File: config.mk
export PLATFORM = sky130hd
export DESIGN_NAME = fifo_write_arbiter
export DESIGN_NICKNAME = d
export VERILOG_FILES = /design/src/rtl/fifo_write_arbiter.sv
export SDC_FILE = /design/constraint.sdc
export NUM_CORES = 1
export LEC_CHECK = 0
export CAP_MARGIN = 10
export CORE_AREA = 2 2 125 66
export CTS_CLUSTER_DIAMETER = 100
export DETAILED_ROUTE_END_ITERATION = 7
export DIE_AREA = 0 0 127 68
export PLACE_DENSITY = 0.76
export SLEW_MARGIN = 10
export SYNTH_ARGS = -nofsm -noshare
export SYNTH_HDL_FRONTEND = slang
export SYNTH_SLANG_ARGS = --single-unit
File: constraint.sdc
create_clock -name clk -period 2.5 [get_ports clk]
set_input_delay 0.375 -clock clk [delete_from_list [all_inputs] [get_ports clk]]
set_output_delay 0.375 -clock clk [all_outputs]
set_load 0.05 [all_outputs]
File: src/rtl/fifo_write_arbiter.sv
// fifo_write_arbiter: round-robin, burst-bounded sharing of one FIFO write port
// among NUM_REQ producers in the FIFO write clock domain.
module fifo_write_arbiter #(
  parameter int unsigned BITS      = 32,
  parameter int unsigned NUM_REQ   = 4,
  parameter int unsigned MAX_BURST = 4
) (
  input  logic                       clk,
  input  logic                       rst,
  input  logic [NUM_REQ-1:0]         req_valid,
  input  logic [NUM_REQ*BITS-1:0]    req_data,
  output logic [NUM_REQ-1:0]         req_ready,
  output logic                       p_write_en,
  output logic [BITS-1:0]            p_write_data,
  input  logic                       p_write_full,
  output logic                       grant_valid,
  output logic [$clog2(NUM_REQ)-1:0] grant_id,
  output logic [15:0]                write_count
);

  localparam int unsigned ID_W  = $clog2(NUM_REQ);
  // One extra value keeps the counter at least 1 bit wide when MAX_BURST=1.
  localparam int unsigned CNT_W = $clog2(MAX_BURST + 1);

  localparam logic [ID_W-1:0]  LAST_ID  = ID_W'(NUM_REQ - 1);
  localparam logic [CNT_W-1:0] LAST_CNT = CNT_W'(MAX_BURST - 1);

  typedef enum logic {
    IDLE  = 1'b0,
    BURST = 1'b1
  } state_t;

  state_t            state;
  logic [ID_W-1:0]   rr_ptr;
  logic [ID_W-1:0]   owner;
  logic [CNT_W-1:0]  burst_cnt;

  logic              pick_found;
  logic [ID_W-1:0]   pick_id;
  logic [ID_W-1:0]   scan_id;
  logic              owner_valid;
  logic              xfer;

  // Circular search for the first valid producer starting at rr_ptr.
  // The wrap compares against LAST_ID so non-power-of-two NUM_REQ works.
  always_comb begin
    pick_found = 1'b0;
    pick_id    = rr_ptr;
    scan_id    = rr_ptr;
    for (int unsigned k = 0; k < NUM_REQ; k++) begin
      if (!pick_found && req_valid[scan_id]) begin
        pick_found = 1'b1;
        pick_id    = scan_id;
      end
      scan_id = (scan_id == LAST_ID) ? '0 : scan_id + ID_W'(1);
    end
  end

  // Port steering from the current owner; reset masks every handshake.
  always_comb begin
    owner_valid  = req_valid[owner];
    xfer         = (state == BURST) && owner_valid && !p_write_full && !rst;
    req_ready    = '0;
    if ((state == BURST) && !p_write_full && !rst) begin
      req_ready[owner] = 1'b1;
    end
    p_write_en   = xfer;
    p_write_data = req_data[32'(owner) * BITS +: BITS];
    grant_valid  = (state == BURST);
    grant_id     = owner;
  end

  // Arbitration FSM, burst accounting and accepted-word counter.
  always_ff @(posedge clk) begin
    if (rst) begin
      state       <= IDLE;
      rr_ptr      <= '0;
      owner       <= '0;
      burst_cnt   <= '0;
      write_count <= '0;
    end else begin
      case (state)
        IDLE: begin
          if (pick_found) begin
            owner     <= pick_id;
            burst_cnt <= '0;
            state     <= BURST;
          end
        end
        BURST: begin
          if (xfer) begin
            write_count <= write_count + 16'd1;
            burst_cnt   <= burst_cnt + CNT_W'(1);
          end
          // A full stall alone keeps the grant; only a finished burst or a
          // dropped valid hands the port on.
          if ((xfer && (burst_cnt == LAST_CNT)) || !owner_valid) begin
            state  <= IDLE;
            rr_ptr <= (owner == LAST_ID) ? '0 : owner + ID_W'(1);
          end
        end
        default: state <= IDLE;
      endcase
    end
  end

endmodule

# Word level (Yosys, flattened, before mapping)
# Cells that the tools add are included.
[classes] n_addsub=6 magnitude_cmp=6 eq_ne=7 shift=1 muxes=30 bitwise_logic=1 n_reduce_logical=21
[ops] cell="$shiftx 128x8->32" count=1
[ops] cell="$add 16x1->16 const B" count=1
[ops] cell="$lt 2x3->1 const B" count=5
[ops] cell="$mux 2" count=7
[ops] cell="$mux 1" count=12
[ops] cell="$bmux 1 s2" count=5
[ops] cell="$logic_and 1x1->1" count=10
[ops] cell="$add 2x1->2 const B" count=4
[ops] cell="$eq 2x2->1 const B" count=4
[ops] cell="$reduce_and 2->1" count=4
[ops] cell="$logic_not 1->1" count=6
[ops] cell="$mux 3" count=2
[ops] cell="$pmux 3 s2" count=1
[ops] cell="$mux 4" count=1
[ops] cell="$add 3x1->3 const B" count=1
[ops] cell="$eq 3x2->1 const B" count=1
[ops] cell="$demux 1 s2" count=1
[ops] cell="$ge 2x1->1 const B" count=1
[ops] cell="$ne 2x1->1 const B" count=1
[ops] cell="$ne 2x2->1 const B" count=1
[ops] cell="$pmux 1 s2" count=1
[ops] cell="$logic_or 1x1->1" count=1
[ops] cell="$not 1->1" count=1
[totals] ff_bits=24 out_inout_bits=56 elab_cells=77

# Depth between registers and ports, before layout
[depth] word_depth=14 ltp_mapped=7

# Least setup slack after synthesis
# No wires, ideal clock.
[synth_timing] path_type="reg2out" from="register owner[0], in the netlist grant_id[0]" to="output port p_write_data[10]" arrival_ns=1.874 required_time_ns=2.125 path_slack_ns=0.251 stages_incl_launch_ff=4 cell_sequence="dfxtp_1 > buf_6 > buf_2 > mux4_2"
[synth_via] elab_chain_len=1
[synth_rtl] item="from (decl)" line_no="35" rtl="logic [ID_W-1:0] owner;"
[synth_rtl] item="from (signal assigned)" line_no="85" rtl="owner <= pick_id;"
[synth_rtl] item="$shiftx 128x8->32" line_no="68" rtl="p_write_data = req_data[32'(owner) * BITS +: BITS];"
[synth_rtl] item="to (decl)" line_no="14" rtl="output logic [BITS-1:0] p_write_data,"
# No other way between the ends.

# Worst setup path in the final report
[layout_timing] from="input port req_valid[2]" to="output port p_write_en"
[layout_via] elab_chain_len=5
[layout_rtl] item="from (decl)" line_no="10" rtl="input logic [NUM_REQ-1:0] req_valid,"
[layout_rtl] item="$bmux 1 s2" line_no="61" rtl="owner_valid = req_valid[owner];"
[layout_rtl] item="$mux 1 (implied by the code)" line_no="61"
[layout_rtl] item="$logic_and 1x1->1 (3 in a row)" line_no="62" rtl="xfer = (state == BURST) && owner_valid && !p_write_full && !rst;"
[layout_rtl] item="to (decl)" line_no="13" rtl="output logic p_write_en,"
# No other way between the ends. The select of a mux whose other input is x is not followed.

==> impl_metrics.ini <==
[outcome]
status = finished, final reports clean

[floorplanning]
row_count = 23
start_util = 0.291
ios = 191
die_h_um = 68
die_w_um = 127
core_um2 = 7650
die_area_um2 = 8640

[cts]
hold_buffers = 0
clock-sinks = 24
clk_pin_slew_ns = 0.06
cts_tree = built
cts_htree_levels = 1
postCtsResizedCells = 0
root_buffer = clkbuf_16
clk_latency_ns = 0.25
cts_post_setup_buffers_inserted = 0
cts_buffers = 3
clk_path_buf_depth = 2

[synth]
synth_cells = 202
synth_area_leader_cell = mux4_2
synth_nets = 345
async_flop_share = 0
yosys.area_share.simple = 0.175
synth_flop_cell = dfxtp_1
synth_top_area_frac = 0.343
synth_xor_area_frac = 0.0550
synth_mux_area_frac = 0.397
synth_enable_flop_cells = 0
synth_area_leaders = mux4_2, dfxtp_1, xor2_1, ha_1, nor2_1
ys_warn_count = 0
netlist_area_um2 = 2230
synth_seq_cells = 24
syn_avg_cell_area_um2 = 11.0
synth_seq_area_share = 0.215
synth_most_common_cell = mux4_2
synth_compound_area_frac = 0.0606
synthAdderAreaFrac = 0.0449
ys_top_cells_by_count = mux4_2, dfxtp_1, nor2_1
yosysUniqueCellTypes = 43
synth_top_family_by_area = multiplexers

[place]
place.gp.congestion = 0.798
post-dp-hpwl_mm = 7.53
placedInstanceArea_um2 = 4280
numPortBuffers = 190

[min_path]
hold_depth = 2
hold_end = burst_cnt[1]$_SDFFE_PP0P_
hp-start = burst_cnt[1]$_SDFFE_PP0P_
hold_class = reg -> reg

[sta]
setup_viol = 0
holdWs_ns = 0.484
slew_headroom = 0.646
tightest_slew_ns = 0.530
skew_ns = 0.00278
period_share = 0.911
drv_slew = 0
timing.fmax_mhz = 439
fin_tns_setup_ns = 0
hold_viol = 0
rsz0062_at_grt = no
finalCriticalPeriod_ns = 2.28

[critical_path]
cp_max_fo = 10
reg2regPathDepth = 6
criticalPathCategory = in -> out
r2r_slack_ns = 0.32
r2r-end = grant_id[0]$_SDFFE_PP0P_
required_ns = 2.12
crit_arrival_ns = 1.90
r2r_start = rr_ptr[0]$_SDFFE_PP0P_
cp-start-kind = input pin
cp-end-kind = output pin

[global_routing]
grt_pass1_wl_mm = 12.4
track_usage = 0.185
grt_pass1_vias = 2238
grt_max_degree = 25
grt_overflow_total = 0
antenna_found_initial = 0

[cells_and_area]
multiInputGateArea_um2 = 1630
fin_area_um2 = 4370
area_delta_synth_final_pct = 96.0
regArea_um2 = 483
final_nets = 533
drive_gt1_frac = 0.252
fill_cells = 620
n_antenna_cell = 0

[routing]
routed-wl-met3_um = 570
route.detailed.drc = 0
num_vias = 2498
wire_per_inst_um = 18.2
first_iter_violations = 188
drt_pass1_iterations = 4
top_layer = met4
ant_nets = 0
viasPerCell = 5.11
wl_met1_mm = 3.97
wl_mm = 8.91
met2_length_mm = 4.23

[power]
power.leakage_uw = 0.00164
ir_drop_mv = 0.249
p_per_area_nw_per_um2 = 511

[run]
cap_viol_max_count = 0
==> area by class of cell <==
type / count / area share
Multi-Input combinational cell: 157 / 0.374
Sequential cell: 24 / 0.111
Timing Repair Buffer: 198 / 0.461
Tap cell: 100 / 0.0286
Clock buffer: 4 / 0.0203
Inverter: 6 / 0.00515
==> power breakdown <==
part / internal, uW / switching [uW]
Combinational: 673 / 764
Clock: 244 / 130
Sequential: 398 / 23.2
==> worst max-delay path, cell delays in order <==
cell and delay (ns):
clkdlybuf4s50_1 0.57, mux4_2 0.60, nand2_1 0.13, inv_2 0.08, buf_12 0.15
==> through the flow <==
step	util	power (uW)	std cells	worst slack (ns)
3_3_place_gp	0.559	1860	485	0.275
6_report	0.571	2230	489	0.222
2_1_floorplan	-	1310	202	0.251
3_5_place_dp	0.559	1870	485	0.186
4_1_cts	0.571	2250	489	0.230
5_1_grt	0.571	2330	489	0.159
==> layout by cell type, fill, tap and decap left out, types with 2 or more instances in the layout <==
| cell | synthesis | layout |
|---|---|---|
| buf_4 | 0 | 34 |
| xor2_1 | 13 | 13 |
| and2_1 | 4 | 4 |
| ha_1 | 8 | 8 |
| o211ai_1 | 2 | 2 |
| mux2_2 | 3 | 3 |
| nand4_1 | 4 | 4 |
| a21oi_1 | 4 | 4 |
| nand3_2 | 2 | 2 |
| mux4_2 | 34 | 34 |
| nand3b_1 | 2 | 2 |
| mux2i_1 | 6 | 6 |
| nand2_1 | 16 | 16 |
| clkbuf_16 | 0 | 3 |
| nand2b_1 | 5 | 5 |
| a31oi_1 | 2 | 2 |
| dfxtp_2 | 0 | 2 |
| and3_1 | 3 | 3 |
| buf_12 | 0 | 12 |
| inv_1 | 4 | 4 |
| nand3_1 | 6 | 6 |
| nor2_1 | 23 | 23 |
| o21ai_0 | 3 | 3 |
| clkdlybuf4s50_1 | 0 | 152 |
| dfxtp_1 | 24 | 22 |
==> cell families (layout without fill, tap and decap cells) <==
logic type      count (synthesis)  in the layout
fa+ha+maj                       8              8
buf+inv                        21            208
mux                            44             44
compound gates                 18             18
xor+xnor                       14             14
simple gates                   73             73
flops                          24             24
==> metal layers <==
layer  GRT usage  up-vias
met1       0.271     1218
met5           0        -
li1            -     1153
met3      0.0289       10
met4      0.0426        0
met2       0.292      117
==> worst max-delay path by stage <==
stage | depth (start not counted) | endpoint | start
floorplan | 3 | p_write_data[10] | grant_id[0]$_SDFFE_PP0P_
global placement | 6 | write_count[15]$_SDFFE_PP0P_ | req_valid[2]
detailed placement | 6 | grant_id[0]$_SDFFE_PP0P_ | req_valid[2]
CTS | 5 | p_write_en | req_valid[2]
global route | 5 | p_write_en | req_valid[2]
finish | 5 | p_write_en | req_valid[2]
==> sequential cells by signal, summed over array words and instances, names as in the netlist <==
name         count
write_count     16
grant_valid      1
rr_ptr           2
grant_id         2
burst_cnt        3
Note: power is estimated with default switching activity, not from simulation.
